File: src/rtl/lsu_if.sv
// Request/response bundle between a core pipeline and the load/store unit.
// The master drives requests; the slave (the LSU) answers with responses.
interface lsu_if #(
   parameter int WIDTH = 32
) ();
   logic             req_valid;
   logic             req_ready;
   logic             req_we;
   logic [2:0]       req_funct3;
   logic [WIDTH-1:0] req_addr;
   logic [WIDTH-1:0] req_wdata;
   logic             resp_valid;
   logic [WIDTH-1:0] resp_rdata;
   logic             resp_err;

   modport master (
      output req_valid, req_we, req_funct3, req_addr, req_wdata,
      input  req_ready, resp_valid, resp_rdata, resp_err
   );

   modport slave (
      input  req_valid, req_we, req_funct3, req_addr, req_wdata,
      output req_ready, resp_valid, resp_rdata, resp_err
   );
endinterface

File: src/rtl/lsu.sv
// RV32I load/store unit: one request at a time, stores and errors answer in one
// cycle, loads in two (one-cycle RAM read latency), with lane steering and extension.
module lsu #(
   parameter int WIDTH = 32
) (
   input  logic             clk,
   input  logic             rst,
   lsu_if.slave             bus,
   output logic [3:0]       ram_wr_en,
   output logic [WIDTH-1:0] ram_wr_addr,
   output logic [WIDTH-1:0] ram_wr_data,
   output logic             ram_rd_en,
   output logic [WIDTH-1:0] ram_rd_addr,
   input  logic [WIDTH-1:0] ram_rd_data
);

   typedef enum logic [2:0] {
      S_IDLE = 3'd0,
      S_WR   = 3'd1,
      S_RD   = 3'd2,
      S_RESP = 3'd3,
      S_ERR  = 3'd4
   } state_t;

   localparam logic [2:0] F3_B  = 3'b000;
   localparam logic [2:0] F3_H  = 3'b001;
   localparam logic [2:0] F3_W  = 3'b010;
   localparam logic [2:0] F3_BU = 3'b100;
   localparam logic [2:0] F3_HU = 3'b101;

   function automatic logic f_illegal(input logic we, input logic [2:0] funct3);
      logic bad;
      bad = 1'b0;
      if (we) begin
         bad = funct3[2] || (funct3 == 3'b011);
      end else begin
         case (funct3)
            3'b011, 3'b110, 3'b111: bad = 1'b1;
            default:                bad = 1'b0;
         endcase
      end
      return bad;
   endfunction

   // Only meaningful for legal encodings; funct3[1:0] gives the access size.
   function automatic logic f_misaligned(input logic [2:0] funct3, input logic [1:0] addr_lo);
      logic mis;
      mis = 1'b0;
      case (funct3[1:0])
         2'b01:   mis = addr_lo[0];
         2'b10:   mis = (addr_lo != 2'b00);
         default: mis = 1'b0;
      endcase
      return mis;
   endfunction

   function automatic logic [3:0] f_wr_strobe(input logic [2:0] funct3, input logic [1:0] addr_lo);
      logic [3:0] strb;
      strb = 4'b0000;
      case (funct3)
         F3_B:    strb = 4'b0001 << addr_lo;
         F3_H:    strb = 4'b0011 << addr_lo;
         F3_W:    strb = 4'b1111;
         default: strb = 4'b0000;
      endcase
      return strb;
   endfunction

   // Replicate narrow store data across the word so every strobed lane sees it.
   function automatic logic [WIDTH-1:0] f_wr_data(input logic [2:0] funct3, input logic [WIDTH-1:0] wdata);
      logic [WIDTH-1:0] data;
      data = '0;
      case (funct3)
         F3_B:    data = {4{wdata[7:0]}};
         F3_H:    data = {2{wdata[15:0]}};
         F3_W:    data = wdata;
         default: data = '0;
      endcase
      return data;
   endfunction

   function automatic logic [WIDTH-1:0] f_load_data(input logic [2:0] funct3, input logic [1:0] addr_lo,
                                                   input logic [WIDTH-1:0] rdata);
      logic [7:0]       byte_v;
      logic [15:0]      half_v;
      logic [WIDTH-1:0] data;
      byte_v = 8'h00;
      half_v = 16'h0000;
      data   = '0;
      case (addr_lo)
         2'd0:    byte_v = rdata[7:0];
         2'd1:    byte_v = rdata[15:8];
         2'd2:    byte_v = rdata[23:16];
         2'd3:    byte_v = rdata[31:24];
         default: byte_v = 8'h00;
      endcase
      if (addr_lo[1]) begin
         half_v = rdata[31:16];
      end else begin
         half_v = rdata[15:0];
      end
      case (funct3)
         F3_B:    data = {{24{byte_v[7]}}, byte_v};
         F3_BU:   data = {24'h000000, byte_v};
         F3_H:    data = {{16{half_v[15]}}, half_v};
         F3_HU:   data = {16'h0000, half_v};
         F3_W:    data = rdata;
         default: data = '0;
      endcase
      return data;
   endfunction

   state_t           r_state;
   state_t           w_next;
   logic             r_we;
   logic [2:0]       r_funct3;
   logic [WIDTH-1:0] r_addr;
   logic [WIDTH-1:0] r_wdata;

   logic             w_accept;
   logic             w_bad;
   logic             w_req_ready;
   logic             w_resp_valid;
   logic [WIDTH-1:0] w_resp_rdata;
   logic             w_resp_err;
   logic [3:0]       w_wr_en;
   logic [WIDTH-1:0] w_wr_addr;
   logic [WIDTH-1:0] w_wr_data;
   logic             w_rd_en;
   logic [WIDTH-1:0] w_rd_addr;

   assign w_accept = (r_state == S_IDLE) && bus.req_valid;
   assign w_bad    = f_illegal(bus.req_we, bus.req_funct3) ||
                     f_misaligned(bus.req_funct3, bus.req_addr[1:0]);

   // State register and request capture.
   always_ff @(posedge clk) begin
      if (rst) begin
         r_state  <= S_IDLE;
         r_we     <= 1'b0;
         r_funct3 <= 3'b000;
         r_addr   <= '0;
         r_wdata  <= '0;
      end else begin
         r_state <= w_next;
         if (w_accept) begin
            r_we     <= bus.req_we;
            r_funct3 <= bus.req_funct3;
            r_addr   <= bus.req_addr;
            r_wdata  <= bus.req_wdata;
         end
      end
   end

   // Next-state and output decode; reset forces every output low immediately.
   always_comb begin
      w_next       = r_state;
      w_req_ready  = 1'b0;
      w_resp_valid = 1'b0;
      w_resp_rdata = '0;
      w_resp_err   = 1'b0;
      w_wr_en      = 4'b0000;
      w_wr_addr    = '0;
      w_wr_data    = '0;
      w_rd_en      = 1'b0;
      w_rd_addr    = '0;
      if (rst) begin
         w_next = S_IDLE;
      end else begin
         case (r_state)
            S_IDLE: begin
               w_req_ready = 1'b1;
               if (bus.req_valid) begin
                  if (w_bad) begin
                     w_next = S_ERR;
                  end else if (bus.req_we) begin
                     w_next = S_WR;
                  end else begin
                     w_next = S_RD;
                  end
               end else begin
                  w_next = S_IDLE;
               end
            end
            S_WR: begin
               // Strobes qualified by the captured direction so a load can never write.
               if (r_we) begin
                  w_wr_en   = f_wr_strobe(r_funct3, r_addr[1:0]);
                  w_wr_addr = r_addr;
                  w_wr_data = f_wr_data(r_funct3, r_wdata);
               end else begin
                  w_wr_en = 4'b0000;
               end
               w_resp_valid = 1'b1;
               w_next       = S_IDLE;
            end
            S_RD: begin
               if (!r_we) begin
                  w_rd_en   = 1'b1;
                  w_rd_addr = r_addr;
               end else begin
                  w_rd_en = 1'b0;
               end
               w_next = S_RESP;
            end
            S_RESP: begin
               w_resp_valid = 1'b1;
               w_resp_rdata = f_load_data(r_funct3, r_addr[1:0], ram_rd_data);
               w_next       = S_IDLE;
            end
            S_ERR: begin
               w_resp_valid = 1'b1;
               w_resp_err   = 1'b1;
               w_next       = S_IDLE;
            end
            default: begin
               w_next = S_IDLE;
            end
         endcase
      end
   end

   assign bus.req_ready  = w_req_ready;
   assign bus.resp_valid = w_resp_valid;
   assign bus.resp_rdata = w_resp_rdata;
   assign bus.resp_err   = w_resp_err;
   assign ram_wr_en      = w_wr_en;
   assign ram_wr_addr    = w_wr_addr;
   assign ram_wr_data    = w_wr_data;
   assign ram_rd_en      = w_rd_en;
   assign ram_rd_addr    = w_rd_addr;

endmodule

File: src/flat_wrapper.sv
// flat-port wrapper written by rule: the top's interface ports become plain ports
module lsu_flat 
#(
   parameter int WIDTH = 32
)
  (clk, rst, ram_wr_en, ram_wr_addr, ram_wr_data, ram_rd_en, ram_rd_addr, ram_rd_data, bus_req_valid, bus_req_we, bus_req_funct3, bus_req_addr, bus_req_wdata, bus_req_ready, bus_resp_valid, bus_resp_rdata, bus_resp_err);
  lsu_if #(.WIDTH(WIDTH)) bus_i ();
  input  logic clk;
  input  logic rst;
  output logic [3:0] ram_wr_en;
  output logic [WIDTH-1:0] ram_wr_addr;
  output logic [WIDTH-1:0] ram_wr_data;
  output logic ram_rd_en;
  output logic [WIDTH-1:0] ram_rd_addr;
  input  logic [WIDTH-1:0] ram_rd_data;
  input wire logic [$bits(bus_i.req_valid)-1:0] bus_req_valid;
  input wire logic [$bits(bus_i.req_we)-1:0] bus_req_we;
  input wire logic [$bits(bus_i.req_funct3)-1:0] bus_req_funct3;
  input wire logic [$bits(bus_i.req_addr)-1:0] bus_req_addr;
  input wire logic [$bits(bus_i.req_wdata)-1:0] bus_req_wdata;
  output wire logic [$bits(bus_i.req_ready)-1:0] bus_req_ready;
  output wire logic [$bits(bus_i.resp_valid)-1:0] bus_resp_valid;
  output wire logic [$bits(bus_i.resp_rdata)-1:0] bus_resp_rdata;
  output wire logic [$bits(bus_i.resp_err)-1:0] bus_resp_err;
  assign bus_i.req_valid = bus_req_valid;
  assign bus_i.req_we = bus_req_we;
  assign bus_i.req_funct3 = bus_req_funct3;
  assign bus_i.req_addr = bus_req_addr;
  assign bus_i.req_wdata = bus_req_wdata;
  assign bus_req_ready = bus_i.req_ready;
  assign bus_resp_valid = bus_i.resp_valid;
  assign bus_resp_rdata = bus_i.resp_rdata;
  assign bus_resp_err = bus_i.resp_err;
  lsu #(.WIDTH(WIDTH)) u_core (.clk(clk), .rst(rst), .bus(bus_i), .ram_wr_en(ram_wr_en), .ram_wr_addr(ram_wr_addr), .ram_wr_data(ram_wr_data), .ram_rd_en(ram_rd_en), .ram_rd_addr(ram_rd_addr), .ram_rd_data(ram_rd_data));
endmodule
File: config.mk
export PLATFORM = sky130hd
export DESIGN_NAME = lsu_flat
export DESIGN_NICKNAME = d
export VERILOG_FILES = /design/src/rtl/lsu_if.sv /design/src/rtl/lsu.sv /design/src/flat_wrapper.sv
export SDC_FILE = /design/constraint.sdc
export NUM_CORES = 1
export LEC_CHECK = 0
export ABC_AREA = 1
export ABC_CLOCK_PERIOD_IN_PS = 2200
export CORE_MARGIN = 2
export CORE_UTILIZATION = 40
export CTS_CLUSTER_SIZE = 25
export DETAILED_ROUTE_END_ITERATION = 10
export PLACE_DENSITY = 0.82
export SLEW_MARGIN = 10
export SYNTH_ARGS = -nofsm -noshare
export SYNTH_HDL_FRONTEND = slang
export SYNTH_SLANG_ARGS = --single-unit
File: constraint.sdc
create_clock -name clk -period 2.2 [get_ports clk]
set_input_delay 0.66 -clock clk [delete_from_list [all_inputs] [get_ports clk]]
set_output_delay 0.66 -clock clk [all_outputs]
set_load 0.01 [all_outputs]
After elaboration in Yosys (flattened, before gate mapping) --
Cells that the tools add are included.
Storage, ports and cells: flip-flop bits (word level) 71, bits in latches 0, RAM bits 0, ROM bits 0, input port bits 103, word-level logic and storage cells 67, memories 0
Operators by class: add/subtract/negate cells 0, multipliers 0, divide/modulo/power cells 0, order comparisons 0, eq/ne operators 16, shift-type cells 2, mux-type cells 35, bitwise gates (word level) 0, reductions and logical operators 9
Operator list (number):
- $mux 32 | 11
- $pmux 32 s5 | 1
- $pmux 32 s3 | 1
- $pmux 8 s4 | 1
- $mux 16 | 1
- $eq 3x3->1 const B | 5
- $eq 3x2->1 const B | 4
- $mux 4 | 3
- $pmux 4 s3 | 1
- $mux 1 | 11
- $eq 2x2->1 const B | 3
- $eq 3x1->1 const B | 2
- $logic_not 3->1 | 2
- $mux 3 | 2
- $pmux 3 s2 | 1
- $reduce_or 3->1 | 2
- $eq 2x1->1 const B | 2
- $shl 1x2->4 const A | 1
- $shl 2x2->4 const A | 1
- $logic_not 2->1 | 1
- $logic_or 1x1->1 | 2
- $mux 2 | 1
- $pmux 1 s2 | 1
- $reduce_bool 2->1 | 1
- $logic_and 1x1->1 | 1

Depth between registers and ports, before layout --
Gate-level depths: netlist of the first run.
depth after elaboration 8, depth in mapped cells 10, depth with buffers taken out 9

Worst setup path before layout of the first run --
OpenSTA, ideal clock, no wires.
path kind input-to-output, start point input port rst, end point output port ram_rd_addr[10], data arrival time 1575 ps, required time 1540 ps, setup slack -35 ps, stages on the path 6, path buffers 1, cells stage by stage inv_2 > nand4_1 > nor2_1 > inv_1 > buf_2 > nor2_1
Between the ends: word-level cells in the longest chain between the ends 1
RTL lines:
- start, declared | line flat_wrapper.sv:9 | input logic rst;
- $mux 32 | line lsu.sv:167 | if (rst) begin
- end, declared | line flat_wrapper.sv:14 | output logic [WIDTH-1:0] ram_rd_addr;
Every way passes these cells.

Worst setup path in the final report of the first run --
start point register u_core.r_addr[1], end point output port bus_resp_rdata[4]
Between the ends: word-level cells in the longest chain between the ends 5, elaborated cells on any way between the ends 9
RTL lines:
- start, declared | line lsu.sv:117 | logic [WIDTH-1:0] r_addr;
- start signal, assigned | line lsu.sv:149 | r_addr <= bus.req_addr;
- $eq 2x2->1, or another cell as far along | line lsu.sv:90 | case (addr_lo)
- $pmux 8 s4 | line lsu.sv:90
- $pmux 32 s5 * | line lsu.sv:102 | case (funct3)
- $mux 32 * | line lsu.sv:170 | case (r_state)
- $mux 32 * | line lsu.sv:167
- end, declared | line flat_wrapper.sv:23 | output wire logic [$bits(bus_i.resp_rdata)-1:0] bus_resp_rdata;
Mark *: on every way between the ends. The rest lies on a longest branch, timed or not.

==> results of run 1 <==
[worst max-delay path, delay by kind of cell, from the launching register on]
| kind | cells | cell delay (ns) |
|---|---|---|
| compound gates | 3 | 0.58 |
| buf+inv | 4 | 0.60 |
| flops | 1 | 0.38 |
| simple gates | 1 | 0.18 |
[where the power goes]
part	total [W]	switching [W]	internal (W)
logic	0.00161	0.000921	0.000693
clock network	0.000944	0.000536	0.000409
registers	0.00150	0.0000771	0.00143
total	0.00406	0.00153	0.00253
[cells by family (layout without fill, tap and decap cells)]
family	after synthesis	after routing	share of synthesized area, %
adders and majority gates	3	3	0.8553
buffers and inverters	181	502	16.56
AOI/OAI and AO/OA	240	240	27.74
other	0	2	0
DFF	71	71	32.38
and+or+nand+nor	228	228	22.46
[timing repair]
item	in CTS	in global routing
cloned	9	8
hold buffers	0	0
buffers inserted	33	16
resized for setup	752	226
pin swaps	46	26
setup endpoints to repair	136	135
[flip-flops by register name, summed over array words and instances, names as in the netlist]
name	cells
u_core.r_state	3
u_core.r_we	1
u_core.r_wdata	32
u_core.r_funct3	3
u_core.r_addr	32
[per-stage QoR]
step           setup WS (ns)  setup TNS, ns  instances  hold slack, ns  cell area, sq um
6_report             -0.5488         -23.08       1186          0.4480              8705
5_1_grt              -0.6232         -32.28       1185          0.4680              8702
4_1_cts              -0.2640         -17.83       1167          0.4500              7702
3_5_place_dp          -1.032        -121.74       1110          0.4365              7237
3_3_place_gp         -0.9502        -113.55       1110          0.4324              7237
2_1_floorplan       0.001489              0        723          0.4237              4395
[final timing paths]
| check | cells after the start | slack, ns | start | end |
|---|---|---|---|---|
| max | 8 | -0.55 | u_core.r_addr[1]$_SDFFE_PP0P_ | bus_resp_rdata[4] |
| min | 2 | 0.45 | u_core.r_wdata[21]$_SDFFE_PP0P_ | u_core.r_wdata[21]$_SDFFE_PP0P_ |
| max reg2reg | 6 | 0.68 | u_core.r_state[1]$_SDFF_PP0_ | u_core.r_addr[15]$_SDFFE_PP0P_ |
| min reg2reg | 2 | 0.45 | u_core.r_wdata[21]$_SDFFE_PP0P_ | u_core.r_wdata[21]$_SDFFE_PP0P_ |
[routing by layer]
metal,track usage (%),vias up
li1,-,2921
met1,33.93,2940
met2,51.96,421
met3,8.966,149
met4,11.63,0
met5,0,-
[layout make-up]
class	instances	area, sq um	area share [%]
antenna	2	5.005	0.05750
multi-input combinational	471	3029	34.80
sequential	71	1440	16.54
tap	140	175.2	2.012
clock buffer	9	123.9	1.423
clock inverter	7	47.55	0.5462
inverter	134	538.0	6.181
timing repair inverter	1	6.256	0.07187
timing repair buffer	351	3339	38.36
[layout by cell type, fill, tap and decap left out, types with 3 or more instances in the layout]
cell type          n
a21oi_1           69
or2_4              7
o21ai_0           81
buf_4             55
nor2_1            36
clkinvlp_4         4
inv_4              4
buf_12            11
clkinv_2           3
o21ai_2           23
nand3_4            3
dfxtp_1           64
inv_1            114
buf_8              5
nor2_2            30
nand3_2            8
buf_2             86
nand2_1           82
nand2_2            8
a21oi_2           39
clkbuf_8           9
nor2_4            38
o21ai_1           15
dlygate4sd2_1     21
dfxtp_4            4
buf_16             5
a21oi_4            3
ha_1               3
clkbuf_16          7
o21ai_4            5
dfxtp_2            3
inv_2             12
nand3_1            6
clkdlybuf4s50_1   76
buf_6             80
==> results.toml, run 1 <==
[clock_tree]
cts_sinks = 71
cts_made_buffers = 9
clk_pin_slew_ns = 0.09
clock_latency_ns = 0.35
tritoncts = "done"
root_buffer = "clkbuf_8"
htreeDepth = 3
max-clock-path-buffers = 2

[detailed_routing]
drc_errors = 0
first_pass_iters = 7
wl_met3_um = 2534
m1WireLength_um = 7759
finalWirelength_um = 22400
vias_per_cell = 5.422
dr.first_iter.drc_count = 602
post_drt_wl_per_cell_um = 18.89
top_layer = "met4"
ant_nets = 0
wl_met2_um = 10720
vias = 6431

[synth]
synth_edf_count = 0
synth_common_cells = "inv_1, o21ai_0, a21oi_1"
synth_top_area_share_pct = 32.38
synth_cell_type_count = 29
synth_flop_cell = "dfxtp_1"
syn-cell-area_sq_um = 4389
ys_top_cells_by_area = "dfxtp_1, o21ai_0, a21oi_1"
syn_inst = 723
yosysMostFrequentCell = "inv_1"
ys_seq_area_share_pct = 32.38
syn_area_per_cell_sq_um = 6.071
synth.largest_area_cell = "dfxtp_1"
ys_ff_latch = 71
synthArstFlopShare_pct = 0
mappedNetlistNets = 829
synth_warnings = 0

[status]
status = "finished with violations"
failed_checks = "negative setup slack"

[timing]
fmax_mhz = 363.8
maxSlewViolCount = 0
worstMarginPinSlew_ns = 0.5824
setup_violations = 127
max-slew-margin-rel_pct = 61.17
period_share_pct = 124.9
fin_ws_ns = -0.5488
fin_worst_skew_ns = 0.01672
finalHoldViolations = 0
rsz0062_at_grt = "true"
period_minus_slack_ns = 2.749

[die]
core-area_sq_um = 10790
initial_core_util_pct = 40.67
chipHeight_um = 108.8
rows = 38
die_area_sq_um = 11830
fp.dieW_um = 108.8
ioPinCount = 239

[critical_path]
crit_required_ns = 1.54
crit_path_cell_trace = "buf_6 > clkinvlp_4 > buf_4 > o21ai_4 > o21ai_1 > nand2_1 > a21oi_2 > buf_2"
start_kind = "register"
crit_slowest_cell = "dfxtp_4"
worstPathArrival_ns = 2.09
worst_path_largest_cell_delay_ns = 0.38
critPathKind = "register to output port"
path_max_fanout = 7
setup.worst_path.end_class = "output port"

[power_and_ir_drop]
powerDensity_nw_per_um2 = 466.5
leakage_nw = 3.915
p_total_w = 0.004061
max-vdd-ir-drop_mv = 0.3406

[worst_hold_path]
hold_path_class = "register to register"

[finish]
syn2layout_area_growth_pct = 98.32
final_layout_size_suffix_gt1_share_pct = 44.54
utilization_pct = 80.65
nFillCells = 691
nets = 1145

[global_routing]
grt_overflow = 0
antenna_found_initial = 2
grt_pass1_wl_um = 27740
grt_util_all_layers_pct = 29.75
grt_max_degree = 69
grt_pass1_vias = 5719

[placed_design]
hpwl_um = 11460
io_buffers = 238
gp_congestion = 0.8699

[run]
drv_cap = 0
No activity file was read; power rests on OpenSTA's default activity.
==> inputs of run 2 (changes only) <==
SKIP_LAST_GASP = 1   (was not set)
==> results.toml, run 2 (synthesis results as in run 1) <==
[timing]
period_minus_slack_ns = 2.524
fin_worst_skew_ns = 0.01884
finalSetupTns_ns = -21.21
maxSlewViolCount = 0
fmax_mhz = 396.2
max-slew-margin-rel_pct = 59.82
rsz0062_at_grt = "true"
period_share_pct = 114.7
fin_ws_ns = -0.3241
setup_violations = 125
worstMarginPinSlew_ns = 0.6027
finalHoldViolations = 0

[detailed_routing]
ant_nets = 0
vias_per_cell = 5.310
post_drt_wl_per_cell_um = 18.14
dr.first_iter.drc_count = 525
vias = 6319
drc_errors = 0
first_pass_iters = 5
finalWirelength_um = 21590

[clock_tree]
root_buffer = "clkbuf_8"
cts_made_buffers = 9
max-clock-path-buffers = 2
clock_latency_ns = 0.35
tritoncts = "done"
clk_pin_slew_ns = 0.09
htreeDepth = 3
cts_sinks = 71

[finish]
nFillCells = 657
mostFrequentLayoutCell = "inv_1"
top_regs = "u_core.r_addr x32, u_core.r_wdata x32"
final_layout_size_suffix_gt1_share_pct = 44.86
syn2layout_area_growth_pct = 101.7
final_cell_mix = "inv_1, buf_6, nand2_1, o21ai_0, clkdlybuf4s50_1"
utilization_pct = 82.04
nets = 1151
fin_cells = 1190
diodes = 0

[power_and_ir_drop]
max-vdd-ir-drop_mv = 0.3273
powerDensity_nw_per_um2 = 455.8
leakage_nw = 3.940

[critical_path]
start_kind = "register"
setup.worst_path.end_class = "output port"
crit_required_ns = 1.54
path_buf_inv = 4
reg2reg_from = "u_core.r_state[1]$_SDFF_PP0_"
crit_family = "buffers and inverters"
r2r_cells = 6
crit_path_cell_trace = "inv_2 > nor2_4 > nand2_2 > nor3_4 > inv_4 > clkbuf_16 > a21oi_2 > buf_2"
worstPathArrival_ns = 1.86
crit_slowest_cell = "dfxtp_2"
path_max_fanout = 7
worst-path-stages = 8
worst_path_largest_cell_delay_ns = 0.34
critPathKind = "register to output port"
setup.worst_path.start = "u_core.r_state[0]$_SDFF_PP0_"

[die]
chipHeight_um = 108.8
die_area_sq_um = 11830
core-area_sq_um = 10790
rows = 38
ioPinCount = 239
initial_core_util_pct = 40.67
fp.dieW_um = 108.8

[placed_design]
gp_congestion = 0.8699
placed_cells = 1110
io_buffers = 238
hpwl_um = 11460

[global_routing]
antenna_found_initial = 0
grt_max_degree = 69
grt_pass1_wl_um = 27510
grt_overflow = 0
grt_pass1_vias = 5683
grt_util_all_layers_pct = 29.39

[worst_hold_path]
hold_depth = 2
hold_path_class = "register to register"
min_from = "u_core.r_wdata[22]$_SDFFE_PP0P_"

[status]
failed_checks = "negative setup slack"
status = "finished with violations"

[run]
drv_cap = 0
## run 2: metal layers
layer | share of wire [%] | up-vias | wire length [um] | global-route usage (%)
li1 | - | 2933 | - | -
met1 | 36 | 2902 | 7751 | 32.65
met2 | 50 | 385 | 10770 | 51.88
met3 | 9.5 | 99 | 2048 | 9.145
met4 | 4.7 | 0 | 1018 | 12.18
met5 | 0 | - | 0 | 0
## run 2: cell type report
type                    count  area (sq um)  area share (%)
multi-input cells         471          3068           34.65
repair buffers            356          3447           38.93
clock inverters             7         47.55          0.5370
flip-flops and latches     71          1438           16.24
repair inverters            2         20.02          0.2261
clock buffers               9         123.9           1.399
inverters                 134         535.5           6.048
well taps                 140         175.2           1.978
## run 2: worst register-to-register path, stage by stage, from the launching register on
cell and delay (ns):
dfxtp_1 0.42, inv_1 0.11, buf_4 0.16, nand4_4 0.13, buf_12 0.23, o21ai_0 0.13
a21oi_1 0.19
## run 2: metrics by stage
stage | area (sq um) | total power (W) | hold slack, ns | setup slack (ns)
CTS | 7765 | 0.003778 | 0.4500 | -0.2686
global route | 8855 | 0.004224 | 0.4680 | -0.5391
floorplan | 4395 | 0.002084 | 0.4237 | 0.001489
detailed placement | 7237 | 0.002594 | 0.4365 | -1.032
finish | 8855 | 0.004036 | 0.4479 | -0.3241
global placement | 7237 | 0.002572 | 0.4324 | -0.9502
## run 2: path summary, 6_finish.rpt
kind         slack [ns]                         endpoint
max               -0.32                bus_resp_rdata[2]
max reg2reg        0.77   u_core.r_addr[13]$_SDFFE_PP0P_
min reg2reg        0.45  u_core.r_wdata[22]$_SDFFE_PP0P_
min                0.45  u_core.r_wdata[22]$_SDFFE_PP0P_
## run 2: report_power, final
group | total, W | internal [W] | leakage [nW] | switching (W)
Sequential | 0.00150 | 0.00143 | 0.592 | 0.0000765
Clock | 0.000952 | 0.000409 | 0.0854 | 0.000543
Combinational | 0.00158 | 0.000689 | 3.26 | 0.000893
## run 2: what timing repair did
action | CTS | global route
cloned | 9 | 7
pin swaps | 46 | 26
hold buffers | 0 | 0
setup buffers | 33 | 22
endpoints found under the hold margin | 0 | 0
resized for setup | 707 | 286
endpoints found under the setup margin | 136 | 135
==> inputs of run 3 (changes only) <==
SLEW_MARGIN = 15   (was 10)
==> results of run 3 <==
No change in the layout: final DEF, timing and power equal those of run 2.
